--- config.mk ---
export PLATFORM = sky130hd
export DESIGN_NAME = mem_arbiter
export DESIGN_NICKNAME = d
export VERILOG_FILES = /design/src/rtl/mem_arbiter_pkg.sv /design/src/rtl/mem_arbiter_timeout.sv /design/src/rtl/mem_arbiter.sv
export SDC_FILE = /design/constraint.sdc
export NUM_CORES = 1
export LEC_CHECK = 0
export CORE_MARGIN = 2
export CORE_UTILIZATION = 24
export CTS_CLUSTER_SIZE = 10
export DETAILED_ROUTE_END_ITERATION = 6
export PLACE_DENSITY = 0.79
export SLEW_MARGIN = 20
export SYNTH_ARGS = -nofsm -noshare
export SYNTH_HDL_FRONTEND = slang
export SYNTH_HIERARCHICAL = 1
export SYNTH_SLANG_ARGS = --single-unit
--- constraint.sdc ---
create_clock -name clk -period 1.85 [get_ports clk]
set_clock_uncertainty 0.15 [all_clocks]
set_input_delay 0.4625 -clock clk [delete_from_list [all_inputs] [get_ports clk]]
set_output_delay 0.4625 -clock clk [all_outputs]
set_load 0.05 [all_outputs]
--- src/rtl/mem_arbiter_pkg.sv ---
// Shared types and constants for the instruction/data memory arbiter.
// Grant states plus the read fill returned on a forced abort.
package mem_arbiter_pkg;

  typedef enum logic [1:0] {
    IDLE,
    GRANT_INSTR,
    GRANT_DATA
  } MemArbState_t;

  localparam logic [15:0] TIMEOUT_FILL = 16'hffff;

endpackage

--- src/rtl/mem_arbiter_timeout.sv ---
// Grant watchdog: counts cycles spent in a grant.
// Raises expire on the TIMEOUT_CYCLES-th grant cycle.
module mem_arbiter_timeout #(
  parameter int unsigned TIMEOUT_CYCLES = 255
) (
  input  logic clk,
  input  logic reset,
  input  logic active,
  output logic expire
);

  localparam int unsigned W = $clog2(TIMEOUT_CYCLES + 1);
  localparam logic [W-1:0] LAST = W'(TIMEOUT_CYCLES - 1);

  logic [W-1:0] cnt;

  assign expire = active && (cnt == LAST);

  always_ff @(posedge clk or negedge reset) begin
    if (!reset) begin
      cnt <= '0;
    end else if (!active) begin
      cnt <= '0;
    end else if (!expire) begin
      cnt <= cnt + 1'b1;
    end
  end

endmodule

--- src/rtl/mem_arbiter.sv ---
// Merges instruction and data master ports onto one memory bus.
// Data-priority with burst limit; MEM_ARBITER_TIMEOUT_EN adds a grant watchdog.
module mem_arbiter
  import mem_arbiter_pkg::*;
#(
  parameter int unsigned MAX_DATA_BURST = 4,
  parameter int unsigned TIMEOUT_CYCLES = 255
) (
  input  logic        clk,
  input  logic        reset,
  input  logic [19:1] instr_m_addr,
  output logic [15:0] instr_m_data_in,
  input  logic        instr_m_access,
  output logic        instr_m_ack,
  input  logic [19:1] data_m_addr,
  output logic [15:0] data_m_data_in,
  input  logic [15:0] data_m_data_out,
  input  logic        data_m_access,
  output logic        data_m_ack,
  input  logic        data_m_wr_en,
  input  logic [1:0]  data_m_bytesel,
  output logic [19:1] q_m_addr,
  input  logic [15:0] q_m_data_in,
  output logic [15:0] q_m_data_out,
  output logic        q_m_access,
  input  logic        q_m_ack,
  output logic        q_m_wr_en,
  output logic [1:0]  q_m_bytesel,
  output logic        timeout_err
);

  if (MAX_DATA_BURST < 1 || MAX_DATA_BURST > 15) begin : g_bad_burst
    $error("MAX_DATA_BURST must be 1..15");
  end
  if (TIMEOUT_CYCLES < 1) begin : g_bad_timeout
    $error("TIMEOUT_CYCLES must be >= 1");
  end

  localparam logic [3:0] MAXB = 4'(MAX_DATA_BURST);

  MemArbState_t state;
  MemArbState_t state_d;
  logic [3:0]   burst;
  logic         burst_full;
  logic         expire;
  logic         done;
  logic [15:0]  rd_data;

`ifdef MEM_ARBITER_TIMEOUT_EN
  mem_arbiter_timeout #(
    .TIMEOUT_CYCLES(TIMEOUT_CYCLES)
  ) u_timeout (
    .clk   (clk),
    .reset (reset),
    .active(state != IDLE),
    .expire(expire)
  );

  // A real ack in the expiry cycle wins over the forced abort.
  assign timeout_err = expire && !q_m_ack;
  assign rd_data     = timeout_err ? TIMEOUT_FILL : q_m_data_in;
`else
  assign expire      = 1'b0;
  assign timeout_err = 1'b0;
  assign rd_data     = q_m_data_in;
`endif

  assign done            = q_m_ack || expire;
  assign burst_full      = (burst == MAXB);
  assign q_m_access      = (state != IDLE);
  assign instr_m_data_in = rd_data;
  assign data_m_data_in  = rd_data;

  always_ff @(posedge clk or negedge reset) begin
    if (!reset) begin
      state <= IDLE;
    end else begin
      state <= state_d;
    end
  end

  always_comb begin
    state_d      = state;
    q_m_addr     = '0;
    q_m_data_out = '0;
    q_m_wr_en    = 1'b0;
    q_m_bytesel  = '0;
    instr_m_ack  = 1'b0;
    data_m_ack   = 1'b0;
    unique case (state)
      IDLE: begin
        unique case (1'b1)
          data_m_access && !(instr_m_access && burst_full):
            state_d = GRANT_DATA;
          instr_m_access && (!data_m_access || burst_full):
            state_d = GRANT_INSTR;
          default:
            state_d = IDLE;
        endcase
      end
      GRANT_INSTR: begin
        q_m_addr    = instr_m_addr;
        q_m_bytesel = 2'b11;
        instr_m_ack = done;
        if (done) state_d = IDLE;
      end
      GRANT_DATA: begin
        q_m_addr     = data_m_addr;
        q_m_data_out = data_m_data_out;
        q_m_wr_en    = data_m_wr_en;
        q_m_bytesel  = data_m_bytesel;
        data_m_ack   = done;
        if (done) state_d = IDLE;
      end
      default: state_d = IDLE;
    endcase
  end

  // Counts data wins that overtook a waiting instruction fetch.
  always_ff @(posedge clk or negedge reset) begin
    if (!reset) begin
      burst <= '0;
    end else if (state == IDLE) begin
      if (!instr_m_access || state_d == GRANT_INSTR) begin
        burst <= '0;
      end else if (state_d == GRANT_DATA && !burst_full) begin
        burst <= burst + 1'b1;
      end
    end
  end

endmodule

==> out/qor.txt <==
XOR/XNOR share of the synthesized area: 0%
clk slew on worst S/H paths: 0.04 ns
htree depth: 1
outcome: finished with violations
routability cong.: 0.728
sequential area share after synthesis: 12.6%
GRT overflow: 0
Adder-Cell Fraction of Synth Area: 6.29%
clk sinks: 6
reg2reg start: state[1]$_DFF_PN0_
CTS tree: built
IO buf count: 102
critical path class: flip-flop to output port
antenna violations before repair: 0
Critical Path AT: 1.57 ns
Synth Register Bits: 6
layout cell share with drive strength beyond 1: 61.1%
register-to-register path setup slack: -0.25 ns
fin crit share: 118%
post-layout min period: 2.18 ns
total core area: 4750 um^2
utilization after layout: 67.8%
Synth Area in Simple Gates: 33.3%
hpwl dp: 3920 um
Num CTS Buffers: 3
wire per inst: 20.5 um
Avg Cell Area, Syn: 7.85 um^2
ANT cells: 0
Synth Area in Compound Gates: 21.4%
DRT antenna net count: 0
setup violators final: 44
Synth-to-Final Area Change: 170%
Synth Warn #: 6
Req. time, crit path: 1.24 ns
RSZ-0062 raised after global routing: true
GRT Total Usage: 20.0%
via count: 1465
DIE HEIGHT: 74.5 um
fillers: 309
Post-Synthesis Cells: 152
critical path fanouts, max: 7
PD cells: 1630 nW/um^2
worst vdd ir: 0.717 mV
vias in the first global route: 1514
largest family of logic cells by synthesized area: simple AND/OR/NAND/NOR gates
Netlist cell types: 33
die span in x: 74.5 um
min-delay worst type: primary input to asynchronous set/reset pin
Starting DRT DRC Count: 40
Max Fclk: 459 MHz
first-pass GRT wire length: 8330 um
pre-CTS setup slack: -0.473 ns
Hold Violations, Final: 0
Startpoint Class: flip-flop
failing checks: negative setup slack
DR vias/cell: 4.71
Syn Nets: 236
drt drc: 0
initial core utilization: 25.1%
Worst Setup SP: state[1]$_DFF_PN0_
max cap viols: 0
Critical Path End: q_m_addr[17]
mux share of post-synthesis cell area: 0%
Setup crit end kind: output port
drt first pass iters: 4
setup ws final: -0.329 ns
Max Buffers Root-to-Sink: 2
Worst R2R Path Depth: 7
WL final: 6370 um
row count: 25
synthesized area: 1190 um^2
die footprint: 5550 um^2
CTS Root Cell: clkbuf_8
nets: 330
Ports: 152
largest net degree at the start of global routing: 22
leakage power: 1.27 nW
Max Slew Vio Count: 0
RR Endpoint: burst[2]$_DFFE_PN0P_
Skew-Pair Late Insertion Delay: 0.22 ns
[critical path, stage by stage (launching register included)]
cell and delay [ns]:
dfrtp_1 0.42, inv_2 0.09, ha_4 0.35, clkbuf_16 0.16, nor2b_4 0.17, buf_12 0.15
[routing by layer]
| layer | routed length [um] | vias up | global-route usage, % |
|---|---|---|---|
| li1 | - | 678 | - |
| met3 | 720 | 22 | 7.32 |
| met1 | 2210 | 671 | 22.5 |
| met2 | 3230 | 94 | 35.0 |
| met5 | 0 | - | 0 |
| met4 | 208 | 0 | 6.75 |
[sequential cells by signal, summed over array words and instances (netlist names)]
signal  flops
burst       4
state       2
[cell usage after synthesis (all sizes together)]
cell type | instances | area [um^2]
nand4b | 2 | 17.5
and3b | 3 | 26.3
nand3b | 2 | 15.0
nor3b | 1 | 7.51
o211ai | 1 | 7.51
a31oi | 3 | 33.8
or4 | 1 | 7.51
and2 | 19 | 119
a211o | 1 | 8.76
buf | 34 | 259
a31o | 1 | 8.76
conb | 1 | 3.75
nor4 | 2 | 18.8
nand2 | 2 | 7.51
dfrtp | 6 | 150
nor2b | 21 | 131
a32o | 1 | 10.0
a21boi | 1 | 18.8
inv | 6 | 22.5
clkbuf | 8 | 30.0
ha | 6 | 75.1
and4bb | 2 | 25.0
nand2b | 1 | 6.26
o21ai | 2 | 10.0
a21oi | 3 | 15.0
nor2 | 1 | 3.75
nand4 | 2 | 12.5
a22oi | 19 | 143
[kinds of logic after synthesis]
family                   after synthesis
AO/OA/AOI/OAI                         32
adder cells (fa/ha/maj)                6
buffers and inverters                 48
flip-flops                             6
other                                  1
AND/OR/NAND/NOR                       59
[power breakdown]
part | switching [W] | internal, W
clock network | 0.0000593 | 0.000140
registers | 0.0000359 | 0.000172
logic | 0.00226 | 0.00260
total | 0.00235 | 0.00291
[placed cells by master, fill, tap and decap left out, types with 2 or more instances in the layout]
cell type         n
a21oi_2           3
a22oi_2          19
a31oi_1           2
and2_4           19
and3b_1           2
buf_12           44
buf_16            2
buf_4            13
buf_6             7
clkbuf_16         3
clkbuf_8          3
clkdlybuf4s50_1  58
dfrtp_1           6
dlygate4sd2_1     3
ha_1              2
ha_4              4
inv_1             3
inv_2             2
nand2_1           2
nand3b_1          2
nand4_1           2
nand4b_1          2
nor2b_4          21
o21ai_1           2
[cell type report]
| cell class | count | area [um^2] | area share [%] |
|---|---|---|---|
| Clock buffer | 3 | 41.3 | 1.28 |
| Sequential cell | 6 | 150 | 4.66 |
| Multi-Input combinational cell | 98 | 1110 | 34.5 |
| Inverter | 6 | 25.0 | 0.776 |
| Tap cell | 67 | 83.8 | 2.60 |
| Timing Repair Buffer | 131 | 1810 | 56.1 |
[how the worst min path moves through the flow]
stage | from | slack, ns | end | depth (start not counted)
2_1_floorplan | reset | 0.02 | burst[0]$_DFFE_PN0P_ | 0
3_3_place_gp | burst[3]$_DFFE_PN0P_ | 0.39 | burst[3]$_DFFE_PN0P_ | 2
3_5_place_dp | burst[3]$_DFFE_PN0P_ | 0.39 | burst[3]$_DFFE_PN0P_ | 2
4_1_cts | reset | 0.37 | burst[2]$_DFFE_PN0P_ | 1
5_1_grt | reset | 0.38 | burst[1]$_DFFE_PN0P_ | 1
6_report | reset | 0.35 | state[0]$_DFF_PN0_ | 1
[metrics by stage]
step	setup TNS (ns)	power (W)	hold slack, ns	area [um^2]	instances
floorplan	-0.626	0.00267	0.0169	1440	152
global placement	-5.32	0.00407	0.386	2780	295
detailed placement	-5.90	0.00411	0.393	2780	295
CTS	-10.27	0.00493	0.367	3130	306
global route	-13.59	0.00546	0.380	3220	311
finish	-11.29	0.00526	0.349	3220	311
[timing repair]
action / 4_1_cts / 5_1_grt
hold buffers: 0 / 0
gates resized for setup: 54 / 6
pin swaps: 24 / 12
buffers inserted: 5 / 3
endpoints found under the setup margin: 45 / 45
gates cloned: 3 / 4
Power figures use the tool's default switching activity.
